--- config.mk ---
export PLATFORM = sky130hd
export DESIGN_NAME = sync_fifo_flags
export DESIGN_NICKNAME = d
export VERILOG_FILES = /design/src/rtl/sync_fifo_flags.sv
export SDC_FILE = /design/constraint.sdc
export NUM_CORES = 1
export LEC_CHECK = 0
export CAP_MARGIN = 20
export CELL_PAD_IN_SITES_DETAIL_PLACEMENT = 0
export CELL_PAD_IN_SITES_GLOBAL_PLACEMENT = 2
export CORE_ASPECT_RATIO = 1.1
export CORE_MARGIN = 8
export CORE_UTILIZATION = 40
export DETAILED_ROUTE_END_ITERATION = 8
export HOLD_SLACK_MARGIN = 0.05
export PLACE_DENSITY = 0.74
export RECOVER_POWER = 25
export SETUP_SLACK_MARGIN = 0.15
export SLEW_MARGIN = 10
export SYNTH_ARGS = -nofsm -noshare
export SYNTH_HDL_FRONTEND = slang
export SYNTH_SLANG_ARGS = --single-unit
--- constraint.sdc ---
create_clock -name clk -period 5.91 [get_ports clk]
set_input_delay 0.8865 -clock clk [delete_from_list [all_inputs] [get_ports clk]]
set_output_delay 0.8865 -clock clk [all_outputs]
set_load 0.03 [all_outputs]
--- src/rtl/sync_fifo_flags.sv ---
// Single-clock FIFO with registered fill level, programmable almost-full/almost-empty
// thresholds, full headroom, optional first-word-fall-through reads and sticky errors.
module sync_fifo_flags #(
  parameter int DATA_WIDTH    = 8,
  parameter int ADDR_WIDTH    = 4,
  parameter int RESERVE       = 0,
  parameter int AFULL_THRESH  = (2 ** ADDR_WIDTH) - 2,
  parameter int AEMPTY_THRESH = 2,
  parameter int FWFT          = 0
) (
  input  logic                  clk,
  input  logic                  rst_n,
  input  logic                  flush,
  input  logic                  wr_en,
  input  logic [DATA_WIDTH-1:0] wr_data,
  output logic                  full,
  input  logic                  rd_en,
  output logic [DATA_WIDTH-1:0] rd_data,
  output logic                  empty,
  output logic                  has_data,
  output logic [ADDR_WIDTH:0]   level,
  output logic                  almost_full,
  output logic                  almost_empty,
  output logic                  overflow,
  output logic                  underflow
);

  localparam int DEPTH = 2 ** ADDR_WIDTH;
  localparam int LW    = ADDR_WIDTH + 1;

  localparam logic [LW-1:0] FULL_AT = LW'(DEPTH - RESERVE);
  localparam logic [LW-1:0] AF_AT   = LW'(AFULL_THRESH);
  localparam logic [LW-1:0] AE_AT   = LW'(AEMPTY_THRESH);

  // Flag values for an empty FIFO, used on reset.
  localparam logic RST_FULL = ((DEPTH - RESERVE) <= 0);
  localparam logic RST_AF   = (AFULL_THRESH <= 0);
  localparam logic RST_AE   = (AEMPTY_THRESH >= 0);

  logic [DATA_WIDTH-1:0] mem [DEPTH];
  logic [ADDR_WIDTH-1:0] wr_ptr;
  logic [ADDR_WIDTH-1:0] rd_ptr;
  logic                  wr_acc;
  logic                  rd_acc;
  logic [LW-1:0]         next_level;

  // Handshake: a write transfers on an edge where wr_en is high and full is low,
  // a read where rd_en is high and empty is low; flush blocks both transfers.
  assign wr_acc   = wr_en & ~full & ~flush;
  assign rd_acc   = rd_en & ~empty & ~flush;
  assign has_data = ~empty;

  always_comb begin
    next_level = level;
    if (flush) begin
      next_level = '0;
    end else begin
      next_level = level + {{ADDR_WIDTH{1'b0}}, wr_acc} - {{ADDR_WIDTH{1'b0}}, rd_acc};
    end
  end

  always_ff @(posedge clk or negedge rst_n) begin
    if (!rst_n) begin
      wr_ptr       <= '0;
      rd_ptr       <= '0;
      level        <= '0;
      full         <= RST_FULL;
      empty        <= 1'b1;
      almost_full  <= RST_AF;
      almost_empty <= RST_AE;
      overflow     <= 1'b0;
      underflow    <= 1'b0;
    end else begin
      level        <= next_level;
      full         <= (next_level >= FULL_AT);
      empty        <= (next_level == '0);
      almost_full  <= (next_level >= AF_AT);
      almost_empty <= (next_level <= AE_AT);
      if (flush) begin
        wr_ptr    <= '0;
        rd_ptr    <= '0;
        overflow  <= 1'b0;
        underflow <= 1'b0;
      end else begin
        if (wr_acc) wr_ptr <= wr_ptr + 1'b1;
        if (rd_acc) rd_ptr <= rd_ptr + 1'b1;
        if (wr_en && full) overflow <= 1'b1;
        if (rd_en && empty) underflow <= 1'b1;
      end
    end
  end

  // Storage is intentionally not reset.
  always_ff @(posedge clk) begin
    if (wr_acc) mem[wr_ptr] <= wr_data;
  end

  generate
    if (FWFT != 0) begin : g_fwft
      assign rd_data = empty ? '0 : mem[rd_ptr];
    end else begin : g_std
      logic [DATA_WIDTH-1:0] rd_q;
      always_ff @(posedge clk or negedge rst_n) begin
        if (!rst_n) begin
          rd_q <= '0;
        end else if (rd_acc) begin
          rd_q <= mem[rd_ptr];
        end
      end
      assign rd_data = rd_q;
    end
  endgenerate

endmodule

### Word-level counts from Yosys, hierarchy flattened

Memory sizes are Yosys's and may differ from the RTL's. A register that Yosys moved wholly into a read port is not among the register bits.
Index checks and enable logic that the tools add are counted.

* input port bits: 13
* RAM bits: 128
* memories kept: 1
* word-level logic and storage cells: 43
* output and inout bits: 20
* bits in registers: 19

* reductions and logical operators: 8
* mux-type cells: 11
* $add $sub $neg: 4
* $lt $le $gt $ge: 3
* bitwise gates (word level): 7

Memory list
* mem: words 16, bits a word 8, read ports 1, clocked after memory_dff 1, wr ports 1, RTL line 40 `logic [DATA_WIDTH-1:0] mem [DEPTH];`

Operators with widths (count)
* 2-to-1 mux 4 bit: 4
* adder 4 x 1 -> 4 bit, second input constant: 2
* nonzero test 2 bit: 4
* 2-to-1 mux 1 bit: 6
* adder 5 x 1 -> 5 bit: 1
* >= comparator 5 x 4 -> 1 bit, second input constant: 1
* >= comparator 5 bit, second input constant: 1
* less-or-equal comparator 5 x 2 -> 1 bit, second input constant: 1
* zero test 5 bit: 1
* 2-to-1 mux 5 bit: 1
* subtractor 5 x 1 -> 5 bit: 1
* AND 1 bit: 4
* NOT 1 bit: 3
* logical AND 1 bit: 2
* zero test 1 bit: 1

### Logic depth before layout (Yosys ltp)

Gate-level depths: netlist (run 1).

* depth after elaboration: 7
* mapped depth: 14
* gate-level depth less buffers: 13

### Worst setup path before layout (run 1)

Ideal clock, no wire load.

* path kind: input to register
* from: in rd_en
* to: reg almost_empty
* required time: 5816 ps
* setup time: 94 ps
* arrival time: 3001 ps
* cell stages on the path: 14
* path buffers: 1
* slack: 2815 ps
* cells stage by stage: nor2b_1 > nand2b_1 > clkbuf_1 > inv_1 > ha_1 > inv_1 > ha_1 > inv_1 > fa_1 > nor2b_1 > o21ai_0 > a21o_1 > a31oi_1 > a211oi_1

* word-level cells in the longest chain between the ends: 5

Ends and longest elaborated chain
* start: declaration: RTL line 17 `input logic rd_en,`
* AND 1 bit (2 in series): RTL line 50 `assign rd_acc = rd_en & ~empty & ~flush;`
* net rd_acc: RTL line 44 `logic rd_acc;`
* subtractor 5 x 1 -> 5 bit: RTL line 58 `next_level = level + {{ADDR_WIDTH{1'b0}}, wr_acc} - {{ADDR_WIDTH{1'b0}}, rd_acc};`
* 2-to-1 mux 5 bit: RTL line 55 `if (flush) begin`
* less-or-equal comparator 5 x 2 -> 1 bit: RTL line 78 `almost_empty <= (next_level <= AE_AT);`
* end signal: assignment: RTL line 78
* end: declaration: RTL line 23 `output logic almost_empty,`

The timed path passes the listed nets, and every way through them passes these cells.
A chain may end at the register's enable or synchronous reset.

### Worst setup path in the final report (run 1)

* from: in flush
* to: reg almost_empty

* elaborated cells on any way between the ends: 7
* classes of those cells: add/sub (2); order compare (1); mux (1); bitwise (3)

RTL lines
* start: declaration: RTL line 13 `input logic flush,`
* NOT 1 bit: RTL line 50
* AND 1 bit: RTL line 50
* net rd_acc: RTL line 44
* subtractor 5 x 1 -> 5 bit: RTL line 58
* 2-to-1 mux 5 bit: RTL line 55
* less-or-equal comparator 5 x 2 -> 1 bit: RTL line 78

The timed path passes the listed nets, and every way through them passes these cells.

==> results of run 1 <==
cells in the final DEF (no fill, tap or decap), types with 10 or more instances in the layout:
cell type                           n
sky130_fd_sc_hd__edfxtp_1         128
sky130_fd_sc_hd__nor2_1            34
sky130_fd_sc_hd__clkdlybuf4s50_1   26
sky130_fd_sc_hd__dfrtp_1           24
sky130_fd_sc_hd__mux4_2            20
sky130_fd_sc_hd__clkbuf_16         17
sky130_fd_sc_hd__nand2_1           16
sky130_fd_sc_hd__inv_1             14
sky130_fd_sc_hd__a21oi_1           11
sky130_fd_sc_hd__mux2i_1           10
sky130_fd_sc_hd__mux4_1            10
sky130_fd_sc_hd__ha_1              10
flip-flops by register name, indices dropped and copies added (netlist names):
name          cells
empty             1
mem             128
overflow          1
underflow         1
almost_empty      1
rd_data           8
level             4
wr_ptr            4
almost_full       1
full              1
rd_ptr            4
worst min-delay path, cell delays in order (launching register included):
cell and delay, ns:
sky130_fd_sc_hd__dfrtp_1 0.35, sky130_fd_sc_hd__nand2_1 0.05, sky130_fd_sc_hd__o21ai_1 0.06
cell type report:
| type | instances | area, sq um | share of cell area, % |
|---|---|---|---|
| clock buffer | 17 | 425 | 5.73 |
| sequential | 154 | 4500 | 60.6 |
| clock inverter | 15 | 181 | 2.44 |
| multi-input combinational | 174 | 1650 | 22.2 |
| timing repair buffer | 40 | 373 | 5.02 |
| tap | 200 | 250 | 3.37 |
| inverter | 14 | 52.6 | 0.708 |
metal layers:
layer | track usage [%] | up-vias | wire length, um
li1 | - | 1466 | -
met1 | 17.2 | 1571 | 5450
met2 | 21.4 | 67 | 6370
met3 | 4.11 | 2 | 658
met4 | 4.39 | 0 | 44
met5 | 0 | - | 0
power by group through the flow:
stage / logic (mW) / clock network, mW / registers, mW
floorplan: 0.366 / 0 / 1.42
global placement: 0.683 / 0 / 1.34
detailed placement: 0.688 / 0 / 1.34
CTS: 0.690 / 1.13 / 1.32
global route: 0.740 / 1.17 / 1.33
finish: 0.674 / 1.11 / 1.32
logic make-up after synthesis:
logic type	after synthesis
multiplexers	48
flip-flops	154
adder cells (fa/ha/maj)	11
AO/OA/AOI/OAI	27
XOR/XNOR	8
AND/OR/NAND/NOR	80
buffers and inverters	33
worst paths after layout:
path                            start           end  slack [ns]  depth (start not counted)
hold reg to reg            rd_data[0]    rd_data[0]        0.49                          2
setup reg to reg                empty  almost_empty        2.79                         13
min in group asynchronous       rst_n          full        1.36                          2
hold / removal             rd_data[0]    rd_data[0]        0.49                          2
setup / recovery                flush  almost_empty        1.66                         14
max in group asynchronous       rst_n    rd_data[5]        3.67                          2
stage by stage:
step | setup slack, ns | hold WS, ns | area, sq um
4_1_cts | 2.21 | 0.498 | 7430
2_1_floorplan | 2.81 | 0.556 | 6300
5_1_grt | 1.37 | 0.520 | 7430
3_5_place_dp | 1.77 | 0.485 | 6830
3_3_place_gp | 1.86 | 0.475 | 6830
6_report | 1.66 | 0.493 | 7430
==> metrics.md, run 1 <==
| Metric | Value |
|---|---|
| Area growth from synthesis to layout | 17.9% |
| Initial DRC count | 255 |
| Share of synthesized area occupied by flip-flops and latches | 71.4% |
| Adder-cell share of the synthesized area | 2.30% |
| Setup_tns | 0 ns |
| Peak VDD IR | 0.263 mV |
| Post-synthesis mux area share | 14.3% |
| Startpoint type of the worst setup path | input pin |
| Setup Viol. Count Final | 0 |
| Total vias in the final route | 3,106 |
| Hold-fix buffers at CTS | 0 |
| Number of flops mapped to enable cells by yosys | 128 |
| Share of post-route cells with drive strength above 1 | 15.5% |
| Filler-free cell count of the finished design | 614 |
| Min-Delay Path Class | flop to flop |
| I/O pin cnt | 33 |
| Number of storage elements in the synthesis netlist | 154 |
| GRT Overall Usage | 13.5% |
| CTS H-tree lvls | 4 |
| Initial antenna violation count | 0 |
| Worst Tran Pin Value | 1.49 ns |
| HPWL after detailed placement | 7.92 mm |
| Number of pins exceeding their max-slew limit in the final report | 0 |
| Simple-Gate Fraction of Synth Area | 5.86% |
| Ranking of synthesized cells by area | sky130_fd_sc_hd__edfxtp_1, sky130_fd_sc_hd__dfrtp_1, sky130_fd_sc_hd__mux4_2, sky130_fd_sc_hd__mux4_1, sky130_fd_sc_hd__nor2_1 |
| Power after layout | 3.10 mW |
| Master cell of the clock root buffer | sky130_fd_sc_hd__clkbuf_16 |
| Last weighted congestion value of the routability-driven placer | 0.728 |
| Power Dens Cells | 418 mW/mm^2 |
| Switching portion of total power | 27.5% |
| Mean cell area of the mapped netlist | 17.5 sq um |
| Arrival @ worst endpoint | 4.57 ns |
| Final layout net count | 425 |
| Synthesized-area fraction occupied by ao, oa, aoi and oai cells | 2.44% |
| Run status | finished, final reports clean |
| Vias in the first global route | 3,361 |
| Worst path buffer plus inverter count | 5 |
| Largest net degree at the start of global routing | 31 |
| Worst slew margin relative to its limit | 0.431% |
| Clock sinks | 154 |
| Critical Path Slowest Stage Cell | sky130_fd_sc_hd__clkbuf_1 |
| Final Util | 47.7% |
| Clock slew at the register clock pins of the worst setup and hold paths | 0.06 ns |
| Portion of the clock cycle consumed by the worst path in the final layout | 72.0% |
| Ordered cell list for the critical path | dlygate4sd3_1, clkbuf_1, nand2b_1, inv_1, ha_1, inv_1, ha_1, inv_1, fa_1, nor2b_1, o21ai_0, a21o_1, a31oi_1, a211oi_1 |
| Sw Pwr | 0.853 mW |
| Biggest area consumer among synthesized cells | sky130_fd_sc_hd__edfxtp_1 |
| Layout fillers | 1,292 |
| Via density per instance | 5.06 |
| RSZ-0062 raised after global routing | no |
| Longest individual stage delay on the worst path | 0.68 ns |
| Maximum clock path buffer count | 2 |
| Port Buf Inserts | 32 |
| Number of placed cells counting well taps | 582 |
| Largest delay contributor family on the critical path | buffers and inverters |
| Die height | 148 um |
| Post-Synth XOR/XNOR Area | 1.11% |
| Clk_lat worst skew | 0.41 ns |
| Sequential share of power | 42.4% |
| Synth top area share | 61.0% |
| Instance count of the mapped netlist | 361 |
| Post-detailed-route count of antenna-violating nets | 0 |
| Wirelength, routed | 12.5 mm |
| Std-Cell Rows | 48 |
| Final-report hold violation count | 0 |
| Shortest clock period the worst path allows after layout | 4.25 ns |
| Total of cells resized after clock tree synthesis | 0 |
| Die Span X | 136 um |
| Count of cell types in the netlist | 40 |
| CTS tree | done |
| Worst clock skew | 0.0145 ns |
| TritonCTS buffer count | 17 |
| Number of antenna cells inserted | 0 |
| Crit path capture type | flop |
| Most numerous cell in the Yosys netlist | sky130_fd_sc_hd__edfxtp_1 |
| Combinational cell fraction of total power | 21.7% |
| Share of total power in the clock network | 35.9% |
| Wire length of the first global-routing pass | 19.7 mm |
| Number of detailed-route iterations in the first pass | 5 |
| Data required time of the worst path | 6.23 ns |
| Number of max-cap violations | 0 |
| Post-synthesis net count | 385 |
| Number of design rule violations left after detail routing | 0 |
| Starting Density | 40.5% |
| Most instantiated cells after synthesis | sky130_fd_sc_hd__edfxtp_1, sky130_fd_sc_hd__nor2_1, sky130_fd_sc_hd__dfrtp_1 |
| Floorplan Core Area | 0.0156 sq mm |
| Combinational family with the most area after synthesis | multiplexers |
| FMAX | 235 MHz |
| Top flip-flop cell by instance count after synthesis | sky130_fd_sc_hd__edfxtp_1 |
| Max Fanout on Critical Path | 22 |
| Post-synthesis cell area | 0.00630 sq mm |
| Type of the worst setup path | input pin to flop |
| Pint | 2.25 mW |
| Proportion of synthesized flip-flops having asynchronous set or reset | 16.9% |
| Leakage dissipation | 2.56 nW |
| Most frequent CP cell | sky130_fd_sc_hd__inv_1 |
| Number of buffers added for setup after CTS | 0 |
| Remaining Overflow, GRT | 0 |
| Die area | 0.0200 sq mm |
| Number of warnings reported in the yosys synthesis log | 0 |
| Avg WL per Cell | 20.4 um |
No activity file was read; power rests on OpenSTA's default activity.
==> run 2, diff against run 1 <==
clock period = 4.2 ns   (was 5.91 ns; I/O delays follow)
==> run 2 against run 1 <==
  * Non-clock buffer count up 8
  * Design area up 0.45%
  * Final cell count up 1.3%
  * Worst setup slack worse by 0.67 ns
  * Via count up 4.1%
  * Register-to-register slack worse by 1.5 ns
  * Highest routed layer unchanged
  * Die area unchanged
  * Clock power up 37%
  * Sequential power up 41%
  * Critical path depth up 1
  * Power up 40%
  * Largest power group unchanged
==> metrics.md, run 2 (synthesis results as in run 1) <==
| Metric | Value |
|---|---|
| Run status | finished, final reports clean |
| Worst Tran Pin Value | 0.984 ns (-0.509 ns) |
| Std-Cell Rows | 48 (unchanged) |
| Floorplan Core Area | 0.0156 sq mm (unchanged) |
| Crit path capture type | flop |
| Max Fanout on Critical Path | 17 (-23%) |
| GR met2 Demand/Resource | 22.1% (+0.72 points) |
| I/O pin cnt | 33 (unchanged) |
| Most frequent cells in the layout | sky130_fd_sc_hd__edfxtp_1, sky130_fd_sc_hd__nor2_1, sky130_fd_sc_hd__clkdlybuf4s50_1 |
| Die Span X | 136 um (unchanged) |
| Worst clock skew | 0.00941 ns (-0.00505 ns) |
| Remaining Overflow, GRT | 0 (unchanged) |
| Die area | 0.0200 sq mm (unchanged) |
| Shortest clock period the worst path allows after layout | 3.21 ns |
| Number of buffers added for setup after CTS | 0 (unchanged) |
| Initial DRC count | 224 (-12%) |
| Number of flip-flops under the largest register name | 128 (unchanged) |
| Cell count of the worst reg-to-reg path | 14 (+1) |
| Hold-fix buffers at CTS | 0 (unchanged) |
| Vias in the first global route | 3,404 (+1.3%) |
| Final-report hold violation count | 0 (unchanged) |
| Port Buf Inserts | 32 (unchanged) |
| Met3 layer usage reported by global route | 4.31% (+0.20 points) |
| Clk_lat worst skew | 0.42 ns (about the same) |
| Clock slew at the register clock pins of the worst setup and hold paths | 0.06 ns (about the same) |
| Met1 Use GR | 17.4% (+0.20 points) |
| HPWL after detailed placement | 8.25 mm (+4.1%) |
| Leakage dissipation | 2.59 nW (+1.0%) |
| Via density per instance | 5.20 (+2.8%) |
| CTS tree | done |
| Portion of the clock cycle consumed by the worst path in the final layout | 76.5% |
| Post-DP Area | 0.00687 sq mm (+0.70%) |
| CTS H-tree lvls | 4 (unchanged) |
| Wirelength, routed | 13.0 mm (+3.7%) |
| Number of pins exceeding their max-slew limit in the final report | 0 (unchanged) |
| Maximum clock path buffer count | 2 (unchanged) |
| Number of design rule violations left after detail routing | 0 (unchanged) |
| Share of post-route cells with drive strength above 1 | 16.8% (+1.4 points) |
| RSZ-0062 raised after global routing | no |
| Area growth from synthesis to layout | 18.4% |
| Post-detailed-route count of antenna-violating nets | 0 (unchanged) |
| FMAX | 311 MHz |
| FF-to-FF Start | empty |
| Final layout net count | 433 (+1.9%) |
| Worst slack on hold paths | 0.486 ns (-0.00668 ns) |
| Power after layout | 4.34 mW (+40%) |
| Setup Viol. Count Final | 0 (unchanged) |
| Peak VDD IR | 0.354 mV (+35%) |
| Last weighted congestion value of the routability-driven placer | 0.740 (+1.6%) |
| Total vias in the final route | 3,234 (+4.1%) |
| Startpoint type of the worst setup path | input pin |
| Number of placed cells counting well taps | 589 (+1.2%) |
| Hold Path Cell Cnt | 2 (unchanged) |
| Setup_tns | 0 ns (unchanged) |
| Peak-usage layer in the global routing report | met2 |
| Number of antenna cells inserted | 0 (unchanged) |
| Most common library cell in the layout ignoring fill and taps | sky130_fd_sc_hd__edfxtp_1 |
| Initial antenna violation count | 0 (unchanged) |
| Data required time of the worst path | 4.52 ns (-1.71 ns) |
| Hold Crit Start | rd_data[5] |
| TritonCTS buffer count | 17 (unchanged) |
| Type of the worst setup path | input pin to flop |
| Avg WL per Cell | 20.9 um (+2.4%) |
| GRT Overall Usage | 13.9% (+0.43 points) |
| Worst reg-to-reg setup slack | 1.30 ns (-1.49 ns) |
| Number of max-cap violations | 0 (unchanged) |
| Arrival @ worst endpoint | 3.53 ns (-1.04 ns) |
| Starting Density | 40.5% (unchanged) |
| Largest net degree at the start of global routing | 23 (-26%) |
| Clock sinks | 154 (unchanged) |
| Filler-free cell count of the finished design | 622 (+1.3%) |
| Worst slew margin relative to its limit | 34.2% (+34 points) |
| R2r endpoint | almost_empty |
| Final non-filler cell area | 0.00746 sq mm (+0.45%) |
| Master cell of the clock root buffer | sky130_fd_sc_hd__clkbuf_16 |
| Power Dens Cells | 582 mW/mm^2 (+39%) |
| Die height | 148 um (unchanged) |
| Min-Delay Path Class | flop to flop |
| Worst Hold Endpoint | rd_data[5] |
| Layout fillers | 1,316 (+1.9%) |
| Total of cells resized after clock tree synthesis | 0 (unchanged) |
| Wire length of the first global-routing pass | 20.2 mm (+2.8%) |
| Top reg by flops | mem |
| Number of detailed-route iterations in the first pass | 5 (unchanged) |
==> run 2: cell types whose count changed in the layout (fill, tap and decap cells not counted), sizes merged <==
cell    delta
buf        +8
clkinv     -1
clkbuf     +2
bufinv     -1
==> run 2: cell type report <==
class | instances | area (sq um) | share of cell area (%)
multi-input combinational | 174 | 1640 | 22.0
timing repair buffer | 48 | 433 | 5.80
tap | 200 | 250 | 3.35
clock buffer | 19 | 433 | 5.80
clock inverter | 13 | 153 | 2.05
sequential | 154 | 4500 | 60.3
inverter | 14 | 52.6 | 0.704
==> run 2: critical path: stages <==
cell and delay (ns):
sky130_fd_sc_hd__clkdlybuf4s50_1 0.47, sky130_fd_sc_hd__nor2b_1 0.38, sky130_fd_sc_hd__nand2b_1 0.10, sky130_fd_sc_hd__buf_4 0.21
sky130_fd_sc_hd__inv_1 0.08, sky130_fd_sc_hd__ha_1 0.22, sky130_fd_sc_hd__inv_1 0.05, sky130_fd_sc_hd__ha_1 0.15
sky130_fd_sc_hd__inv_1 0.05, sky130_fd_sc_hd__fa_1 0.37, sky130_fd_sc_hd__nor2b_1 0.16, sky130_fd_sc_hd__o21ai_0 0.13
sky130_fd_sc_hd__nand3_1 0.12, sky130_fd_sc_hd__a31oi_1 0.11, sky130_fd_sc_hd__a211oi_1 0.29
==> run 2: worst max-delay path by stage <==
stage / start / to / slack, ns / depth (start not counted)
floorplan: rd_en / almost_empty / 1.36 / 14
global placement: rd_en / almost_empty / 0.65 / 15
detailed placement: rd_en / almost_full / 0.60 / 15
CTS: rd_en / almost_empty / 1.04 / 15
global route: rd_en / almost_empty / 0.75 / 15
finish: rd_en / almost_empty / 0.99 / 15
==> run 2: report_power, final <==
part | internal [mW] | switching, mW | total (mW)
registers | 1.77 | 0.0886 | 1.86
logic | 0.428 | 0.539 | 0.966
clock network | 0.927 | 0.590 | 1.52
==> run 2: per-layer routing <==
metal,up-vias,part of all wire [%],wire [um]
met3,19,4.5,587
met1,1651,44,5650
met2,85,50,6530
met4,0,1.7,221
li1,1479,-,-
met5,-,0,0
==> run 2: through the flow <==
stage	setup WS [ns]	utilization, %
final	0.985	48.0
after global routing	0.750	48.0
after CTS	1.04	48.0
after detailed placement	0.597	44.2
after global placement	0.654	44.2
after floorplan	1.36	-
